## src/rtl/ram_single_port_arbiter_if.sv

```systemverilog
// ============================================================================
// Module      : ram_single_port_arbiter_if
// Description : One requester port of the shared-RAM arbiter; the command
//               handshake goes one way and the read return comes back.
// Revision    : 1.0 - initial release
// ============================================================================
`default_nettype none

interface ram_single_port_arbiter_if #(
  parameter int ADDRESS_WIDTH = 10,
  parameter int DATA_WIDTH    = 16
);
  logic                     valid;
  logic                     ready;
  logic                     we;
  logic [ADDRESS_WIDTH-1:0] addr;
  logic [DATA_WIDTH-1:0]    di;
  logic                     rd_valid;
  logic [DATA_WIDTH-1:0]    rd_data;

  modport master (output valid, we, addr, di, input ready, rd_valid, rd_data);
  modport slave  (input valid, we, addr, di, output ready, rd_valid, rd_data);
endinterface

`default_nettype wire

```

## src/rtl/ram_single_port_arbiter.sv

```systemverilog
// ============================================================================
// Module      : ram_single_port_arbiter
// Description : Two-requester round-robin arbiter in front of a single-port
//               RAM with registered RAM pins and a 3-cycle read return.
//               Define RAM_ARB_FIXED_PRIORITY_EN to make port 0 always win.
// Revision    : 1.0 - initial release
// ============================================================================
`default_nettype none

module ram_single_port_arbiter #(
  parameter int ADDRESS_WIDTH = 10,
  parameter int DATA_WIDTH    = 16
) (
  input  wire logic                     clk,
  input  wire logic                     rst_n,
  ram_single_port_arbiter_if.slave      p0_if,
  ram_single_port_arbiter_if.slave      p1_if,
  output logic                          ram_en_o,
  output logic                          ram_we_o,
  output logic [ADDRESS_WIDTH-1:0]      ram_addr_o,
  output logic [DATA_WIDTH-1:0]         ram_di_o,
  input  wire logic [DATA_WIDTH-1:0]    ram_do_i
);

  logic                     grant0;
  logic                     grant1;
  logic                     accept;
  logic                     sel_we;
  logic [ADDRESS_WIDTH-1:0] sel_addr;
  logic [DATA_WIDTH-1:0]    sel_di;

  logic                     ram_en_q,   ram_en_d;
  logic                     ram_we_q,   ram_we_d;
  logic [ADDRESS_WIDTH-1:0] ram_addr_q, ram_addr_d;
  logic [DATA_WIDTH-1:0]    ram_di_q,   ram_di_d;

  logic                     tag1_vld_q, tag1_vld_d;
  logic                     tag1_port_q, tag1_port_d;
  logic                     tag2_vld_q, tag2_vld_d;
  logic                     tag2_port_q, tag2_port_d;

  logic                     rd_valid0_q, rd_valid0_d;
  logic                     rd_valid1_q, rd_valid1_d;
  logic [DATA_WIDTH-1:0]    rd_data0_q,  rd_data0_d;
  logic [DATA_WIDTH-1:0]    rd_data1_q,  rd_data1_d;

`ifdef RAM_ARB_FIXED_PRIORITY_EN
  always_comb begin
    grant0 = rst_n & p0_if.valid;
    grant1 = rst_n & p1_if.valid & ~p0_if.valid;
  end
`else
  // last_grant_q = 1 means port 1 was served last, so port 0 wins a tie.
  logic last_grant_q, last_grant_d;

  always_comb begin
    grant0       = rst_n & p0_if.valid & (~p1_if.valid | last_grant_q);
    grant1       = rst_n & p1_if.valid & (~p0_if.valid | ~last_grant_q);
    last_grant_d = (grant0 | grant1) ? grant1 : last_grant_q;
  end

  always_ff @(posedge clk or negedge rst_n) begin
    if (!rst_n) last_grant_q <= 1'b1;
    else        last_grant_q <= last_grant_d;
  end
`endif

  always_comb begin
    accept   = grant0 | grant1;
    sel_we   = grant1 ? p1_if.we   : p0_if.we;
    sel_addr = grant1 ? p1_if.addr : p0_if.addr;
    sel_di   = grant1 ? p1_if.di   : p0_if.di;

    ram_en_d   = accept;
    ram_we_d   = accept & sel_we;
    ram_addr_d = accept ? sel_addr : ram_addr_q;
    ram_di_d   = accept ? sel_di   : ram_di_q;

    tag1_vld_d  = accept & ~sel_we;
    tag1_port_d = grant1;
    tag2_vld_d  = tag1_vld_q;
    tag2_port_d = tag1_port_q;

    // ram_do_i is valid while tag2 is live; non-target port keeps its data.
    rd_valid0_d = tag2_vld_q & ~tag2_port_q;
    rd_valid1_d = tag2_vld_q &  tag2_port_q;
    rd_data0_d  = rd_valid0_d ? ram_do_i : rd_data0_q;
    rd_data1_d  = rd_valid1_d ? ram_do_i : rd_data1_q;
  end

  always_ff @(posedge clk or negedge rst_n) begin
    if (!rst_n) begin
      ram_en_q    <= 1'b0;
      ram_we_q    <= 1'b0;
      ram_addr_q  <= '0;
      ram_di_q    <= '0;
      tag1_vld_q  <= 1'b0;
      tag1_port_q <= 1'b0;
      tag2_vld_q  <= 1'b0;
      tag2_port_q <= 1'b0;
      rd_valid0_q <= 1'b0;
      rd_valid1_q <= 1'b0;
      rd_data0_q  <= '0;
      rd_data1_q  <= '0;
    end else begin
      ram_en_q    <= ram_en_d;
      ram_we_q    <= ram_we_d;
      ram_addr_q  <= ram_addr_d;
      ram_di_q    <= ram_di_d;
      tag1_vld_q  <= tag1_vld_d;
      tag1_port_q <= tag1_port_d;
      tag2_vld_q  <= tag2_vld_d;
      tag2_port_q <= tag2_port_d;
      rd_valid0_q <= rd_valid0_d;
      rd_valid1_q <= rd_valid1_d;
      rd_data0_q  <= rd_data0_d;
      rd_data1_q  <= rd_data1_d;
    end
  end

  assign p0_if.ready    = grant0;
  assign p1_if.ready    = grant1;
  assign p0_if.rd_valid = rd_valid0_q;
  assign p1_if.rd_valid = rd_valid1_q;
  assign p0_if.rd_data  = rd_data0_q;
  assign p1_if.rd_data  = rd_data1_q;

  assign ram_en_o   = ram_en_q;
  assign ram_we_o   = ram_we_q;
  assign ram_addr_o = ram_addr_q;
  assign ram_di_o   = ram_di_q;

endmodule

`default_nettype wire

```

## src/flat_wrapper.sv

```systemverilog
// flat-port wrapper written by rule: the top's interface ports become plain ports
module ram_single_port_arbiter_flat 
#(
  parameter int ADDRESS_WIDTH = 10,
  parameter int DATA_WIDTH    = 16
)
  (clk, rst_n, ram_en_o, ram_we_o, ram_addr_o, ram_di_o, ram_do_i, p0_if_valid, p0_if_we, p0_if_addr, p0_if_di, p0_if_ready, p0_if_rd_valid, p0_if_rd_data, p1_if_valid, p1_if_we, p1_if_addr, p1_if_di, p1_if_ready, p1_if_rd_valid, p1_if_rd_data);
  ram_single_port_arbiter_if #(.ADDRESS_WIDTH(ADDRESS_WIDTH), .DATA_WIDTH(DATA_WIDTH)) p0_if_i ();
  ram_single_port_arbiter_if #(.ADDRESS_WIDTH(ADDRESS_WIDTH), .DATA_WIDTH(DATA_WIDTH)) p1_if_i ();
  input  wire logic clk;
  input  wire logic rst_n;
  output logic ram_en_o;
  output logic ram_we_o;
  output logic [ADDRESS_WIDTH-1:0] ram_addr_o;
  output logic [DATA_WIDTH-1:0] ram_di_o;
  input  wire logic [DATA_WIDTH-1:0] ram_do_i;
  input wire logic [$bits(p0_if_i.valid)-1:0] p0_if_valid;
  input wire logic [$bits(p0_if_i.we)-1:0] p0_if_we;
  input wire logic [$bits(p0_if_i.addr)-1:0] p0_if_addr;
  input wire logic [$bits(p0_if_i.di)-1:0] p0_if_di;
  output wire logic [$bits(p0_if_i.ready)-1:0] p0_if_ready;
  output wire logic [$bits(p0_if_i.rd_valid)-1:0] p0_if_rd_valid;
  output wire logic [$bits(p0_if_i.rd_data)-1:0] p0_if_rd_data;
  input wire logic [$bits(p1_if_i.valid)-1:0] p1_if_valid;
  input wire logic [$bits(p1_if_i.we)-1:0] p1_if_we;
  input wire logic [$bits(p1_if_i.addr)-1:0] p1_if_addr;
  input wire logic [$bits(p1_if_i.di)-1:0] p1_if_di;
  output wire logic [$bits(p1_if_i.ready)-1:0] p1_if_ready;
  output wire logic [$bits(p1_if_i.rd_valid)-1:0] p1_if_rd_valid;
  output wire logic [$bits(p1_if_i.rd_data)-1:0] p1_if_rd_data;
  assign p0_if_i.valid = p0_if_valid;
  assign p0_if_i.we = p0_if_we;
  assign p0_if_i.addr = p0_if_addr;
  assign p0_if_i.di = p0_if_di;
  assign p0_if_ready = p0_if_i.ready;
  assign p0_if_rd_valid = p0_if_i.rd_valid;
  assign p0_if_rd_data = p0_if_i.rd_data;
  assign p1_if_i.valid = p1_if_valid;
  assign p1_if_i.we = p1_if_we;
  assign p1_if_i.addr = p1_if_addr;
  assign p1_if_i.di = p1_if_di;
  assign p1_if_ready = p1_if_i.ready;
  assign p1_if_rd_valid = p1_if_i.rd_valid;
  assign p1_if_rd_data = p1_if_i.rd_data;
  ram_single_port_arbiter #(.ADDRESS_WIDTH(ADDRESS_WIDTH), .DATA_WIDTH(DATA_WIDTH)) u_core (.clk(clk), .rst_n(rst_n), .p0_if(p0_if_i), .p1_if(p1_if_i), .ram_en_o(ram_en_o), .ram_we_o(ram_we_o), .ram_addr_o(ram_addr_o), .ram_di_o(ram_di_o), .ram_do_i(ram_do_i));
endmodule
```

## config.mk

```make
export PLATFORM = sky130hd
export DESIGN_NAME = ram_single_port_arbiter_flat
export DESIGN_NICKNAME = d
export VERILOG_FILES = /design/src/rtl/ram_single_port_arbiter_if.sv /design/src/rtl/ram_single_port_arbiter.sv /design/src/flat_wrapper.sv
export SDC_FILE = /design/constraint.sdc
export NUM_CORES = 1
export LEC_CHECK = 0
export CAP_MARGIN = 5
export CELL_PAD_IN_SITES_DETAIL_PLACEMENT = 0
export CELL_PAD_IN_SITES_GLOBAL_PLACEMENT = 2
export CORE_MARGIN = 5
export CORE_UTILIZATION = 24
export DETAILED_ROUTE_END_ITERATION = 10
export PLACE_DENSITY_LB_ADDON = 0.25
export SLEW_MARGIN = 20
export SYNTH_ARGS = -nofsm -noshare
export SYNTH_HDL_FRONTEND = slang
export SYNTH_SLANG_ARGS = --single-unit
```

## constraint.sdc

```tcl
create_clock -name clk -period 1.8 [get_ports clk]
set_clock_uncertainty 0.2 [all_clocks]
set_input_delay 0.36 -clock clk [delete_from_list [all_inputs] [get_ports clk]]
set_output_delay 0.36 -clock clk [all_outputs]
set_load 0.02 [all_outputs]
```

* After elaboration in Yosys (flattened, before gate mapping)
Cells that the tools add are included.
** Word-level totals
- Flip-flop bits (word level) :: 67
- Input port bits :: 74
- Output and inout bits :: 64
- Logic and storage cells :: 32
** Cells by class
- Mux-type cells :: 3
- Bitwise logic cells :: 16
** Operators with widths (count)
- 2-to-1 mux 16 bit :: 1
- 2-to-1 mux 10 bit :: 1
- bitwise AND 1 bit :: 8
- inverter 1 bit :: 5
- bitwise OR 1 bit :: 3
- 2-to-1 mux 1 bit :: 1

* Depth between registers and ports, before layout
- Depth in word-level cells :: 6
- Mapped depth :: 5
- Depth with buffers taken out :: 3

* Worst setup path after synthesis
OpenSTA, ideal clock, no wires.
- Path kind :: reg-to-output
- Start point :: register u_core.last_grant_q
- End point :: output p1_if_ready
- Arrival :: 1083 ps
- Required time :: 1240 ps
- Path slack :: 157 ps
- Stages on the path, launching flop included :: 5
- Buffers on the path :: 2
- Cell sequence :: dfstp_2 -> and2_4 -> buf_12 -> buf_12 -> nor2_1
** Between the ends
- Longest elaborated chain between the ends :: 3
** Ends and longest elaborated chain
- start, declared :: line ram_single_port_arbiter.sv:54 : logic last_grant_q, last_grant_d;
- start signal, assigned :: line ram_single_port_arbiter.sv:64 : else last_grant_q <= last_grant_d;
- inverter 1 bit :: line ram_single_port_arbiter.sv:58 : grant1 = rst_n & p1_if.valid & (~p0_if.valid | ~last_grant_q);
- bitwise OR 1 bit :: line ram_single_port_arbiter.sv:58
- bitwise AND 1 bit :: line ram_single_port_arbiter.sv:58
- end, declared :: line flat_wrapper.sv:28 : output wire logic [$bits(p1_if_i.ready)-1:0] p1_if_ready;
No other way between the ends.

* Worst setup path after layout
Same ends and word-level chain as after synthesis.

==> results.py <==
metrics = {
    "sta": {
        "slew-limit-headroom": 0.642,
        "setup_viol_count_final": 0,
        "max_freq_mhz": 567,
        "final_hold_viol_count": 0,
        "fin_crit_ns": 1.76,
        "period_share": 0.981,
        "worstMarginPinSlew_ns": 0.537,
        "tns_ns": 0,
        "drv_slew": 0,
        "rsz0062_at_grt": "false",
    },
    "floorplanning": {
        "core_mm2": 0.0119,
        "die_w_um": 120,
        "initial_core_util": 0.243,
        "die-area_mm2": 0.0143,
        "num_rows": 40,
        "io_pins": 138,
        "die_h_um": 120,
    },
    "routing": {
        "num_vias": 2407,
        "ant_nets": 0,
        "first_iter_violations": 91,
        "dr.max_layer_used": "met4",
        "met1_length_mm": 3.94,
        "wl_met3_um": 670,
        "wl_per_cell_um": 16.3,
        "firstDrtPassIters": 4,
        "drc": 0,
        "via_per_inst": 4.46,
        "drt_wl_total_mm": 8.79,
        "wl_met2_mm": 4.04,
    },
    "synth": {
        "synth_area_mm2": 0.00289,
        "synth_cells": 241,
        "synth_nets": 315,
        "avgSynthCellArea_um2": 12.0,
        "synth-seq-cells": 67,
        "ys_seq_area_frac": 0.581,
        "yosysWarnings": 0,
        "yosysTopAreaCellShare": 0.572,
        "synth_area_leaders": "dfrtp_1, mux2_2, a31oi_1, nand3_1, nor2_1",
        "synth_top_area_cell": "dfrtp_1",
        "synth_cell_types": 26,
    },
    "final_layout": {
        "final_common_cell": "clkdlybuf4s50_1",
        "nFillCells": 1172,
        "area_delta_synth_final_pct": 63.4,
        "nets": 462,
        "stdcell_area_mm2": 0.00472,
        "mostFrequentLayoutCells": "clkdlybuf4s50_1, dfrtp_1, dlygate4sd2_1",
        "drive_above_1_share": 0.204,
        "stdcell_count": 540,
        "antennaDiodeCount": 0,
    },
    "min_path": {
        "min_path_type": "flip-flop to flip-flop",
    },
    "clock_network": {
        "cts_tree": "built",
        "cts_setup_buffers": 0,
        "clk_latency_ns": 0.32,
        "htree_levels": 3,
        "cts_inserted_buffers": 9,
        "cts.sinks": 67,
        "cts_buffer_depth": 2,
        "clkTransAtPathRegs_ns": 0.06,
        "clock-root-buffer": "clkbuf_16",
    },
    "pwr": {
        "p_leak_uw": 0.00203,
        "switching_share": 0.296,
        "power.internal_uw": 3760,
        "p_seq_frac": 0.363,
        "p_sw_uw": 1590,
        "peakVddDrop_uv": 456,
        "power_frac_clock": 0.357,
        "power.density_mw_per_mm2": 1130,
        "comb_power_share": 0.280,
    },
    "critical_path": {
        "path_max_fanout": 3,
        "reg2reg_slack_ns": 0.09,
        "worstPathRequired_ns": 1.24,
        "path_class": "flip-flop to output pin",
        "critPathCaptureType": "output pin",
        "worstPathArrival_ns": 1.20,
        "worstSetupStartpointType": "flip-flop",
    },
    "global_route": {
        "grt-ovfl-total": 0,
        "grt_pass1_wl_mm": 13.8,
        "antenna_found_initial": 0,
        "grt_max_degree": 43,
        "grt_pass1_vias": 2604,
        "grtUsageTotal": 0.123,
    },
    "place": {
        "port-buffer-count": 137,
        "placed_cells": 522,
        "gp_congestion": 0.750,
        "placed_area_mm2": 0.00443,
        "dp_hpwl_mm": 6.29,
    },
    "run": {
        "drv_cap": 0,
    },
    "status": {
        "status": "finished clean",
    },
}
metrics by stage:
step | total power [uW] | hold WS (ns) | setup slack (ns) | utilization
finish | 5350 | 0.148 | 0.0351 | 0.396
CTS | 5440 | 0.152 | -0.0399 | 0.395
floorplan | 2780 | -0.136 | 0.157 | -
global placement | 3680 | 0.140 | -0.563 | 0.372
detailed placement | 3700 | 0.140 | -0.581 | 0.372
global route | 5620 | 0.157 | 0.00178 | 0.396
critical path: stages (launching register included):
cell	delay, ns
dfstp_2	0.55
and2_4	0.16
nor2_4	0.05
buf_6	0.12
cells by family (layout without fill, tap and decap cells):
family / count (synthesis) / in the layout / share of synthesized area
compound gates: 57 / 57 / 0.117
buf+inv: 22 / 174 / 0.0715
flops: 67 / 67 / 0.581
mux: 32 / 32 / 0.129
simple gates: 63 / 63 / 0.102
what timing repair did:
action                                  in CTS  in global routing
resized for setup                           72                  7
endpoints found under the setup margin      64                  2
hold buffers                                 2                  0
endpoints found under the hold margin       51                  0
pin swaps                                    0                  1
power groups by stage:
| stage | Sequential, uW | Combinational, uW | Clock (uW) |
|---|---|---|---|
| final | 1940 | 1500 | 1910 |
| after global routing | 1980 | 1600 | 2040 |
| after CTS | 1950 | 1520 | 1980 |
| after global placement | 1980 | 1700 | 0 |
| after detailed placement | 1980 | 1710 | 0 |
| after floorplan | 2330 | 452 | 0 |
area by class of cell:
type                    instances  area (um2)  area share
repair buffers                156        1510       0.319
clock buffers                  11         243      0.0514
clock inverters                 5        85.1      0.0180
multi-input cells             152        1020       0.216
flip-flops and latches         67        1680       0.355
inverters                       2        7.51     0.00159
well taps                     147         184      0.0390
layer usage:
| layer | vias to the layer above | track usage |
|---|---|---|
| met5 | - | 0 |
| met4 | 0 | 0.0444 |
| met3 | 12 | 0.0424 |
| met2 | 98 | 0.198 |
| met1 | 1139 | 0.154 |
| li1 | 1158 | - |
synth_stat cells:
| library cell | instances |
|---|---|
| clkbuf_8 | 1 |
| o21ai_1 | 15 |
| nor2b_4 | 1 |
| o21ai_0 | 9 |
| buf_2 | 5 |
| mux2_4 | 3 |
| and2_4 | 1 |
| nand3_1 | 27 |
| inv_1 | 2 |
| o21a_1 | 1 |
| and2_1 | 1 |
| dfstp_2 | 1 |
| nand2_2 | 2 |
| buf_6 | 6 |
| dfrtp_1 | 66 |
| a21boi_0 | 1 |
| and3_1 | 1 |
| buf_12 | 2 |
| mux2_2 | 29 |
| a31oi_1 | 26 |
| nand2_1 | 3 |
| o21ai_2 | 4 |
| buf_8 | 1 |
| buf_4 | 5 |
| nor2_1 | 27 |
| a21oi_1 | 1 |
state kept, by name, summed over array words and instances, names as in the netlist, 10 cells and up:
signal,flops
u_core.p0_if.rd_data,16
u_core.p1_if.rd_data,16
u_core.ram_di_o,16
u_core.ram_addr_o,10
path summary, 6_finish.rpt:
kind / from / end / cells after the start
worst max register to register: u_core.last_grant_q$_DFFE_PN1P_ / u_core.tag1_vld_q$_DFF_PN0_ / 4
worst min-delay path: u_core.tag1_port_q$_DFF_PN0_ / u_core.tag2_port_q$_DFF_PN0_ / 0
worst max-delay path: u_core.last_grant_q$_DFFE_PN1P_ / p1_if_ready / 3
max in group asynchronous: rst_n / u_core.p1_if.rd_data[11]$_DFFE_PN0P_ / 3
min in group asynchronous: rst_n / u_core.ram_addr_o[2]$_DFFE_PN0P_ / 3
worst min register to register: u_core.tag1_port_q$_DFF_PN0_ / u_core.tag2_port_q$_DFF_PN0_ / 0
No activity file was read; power rests on OpenSTA's default activity.
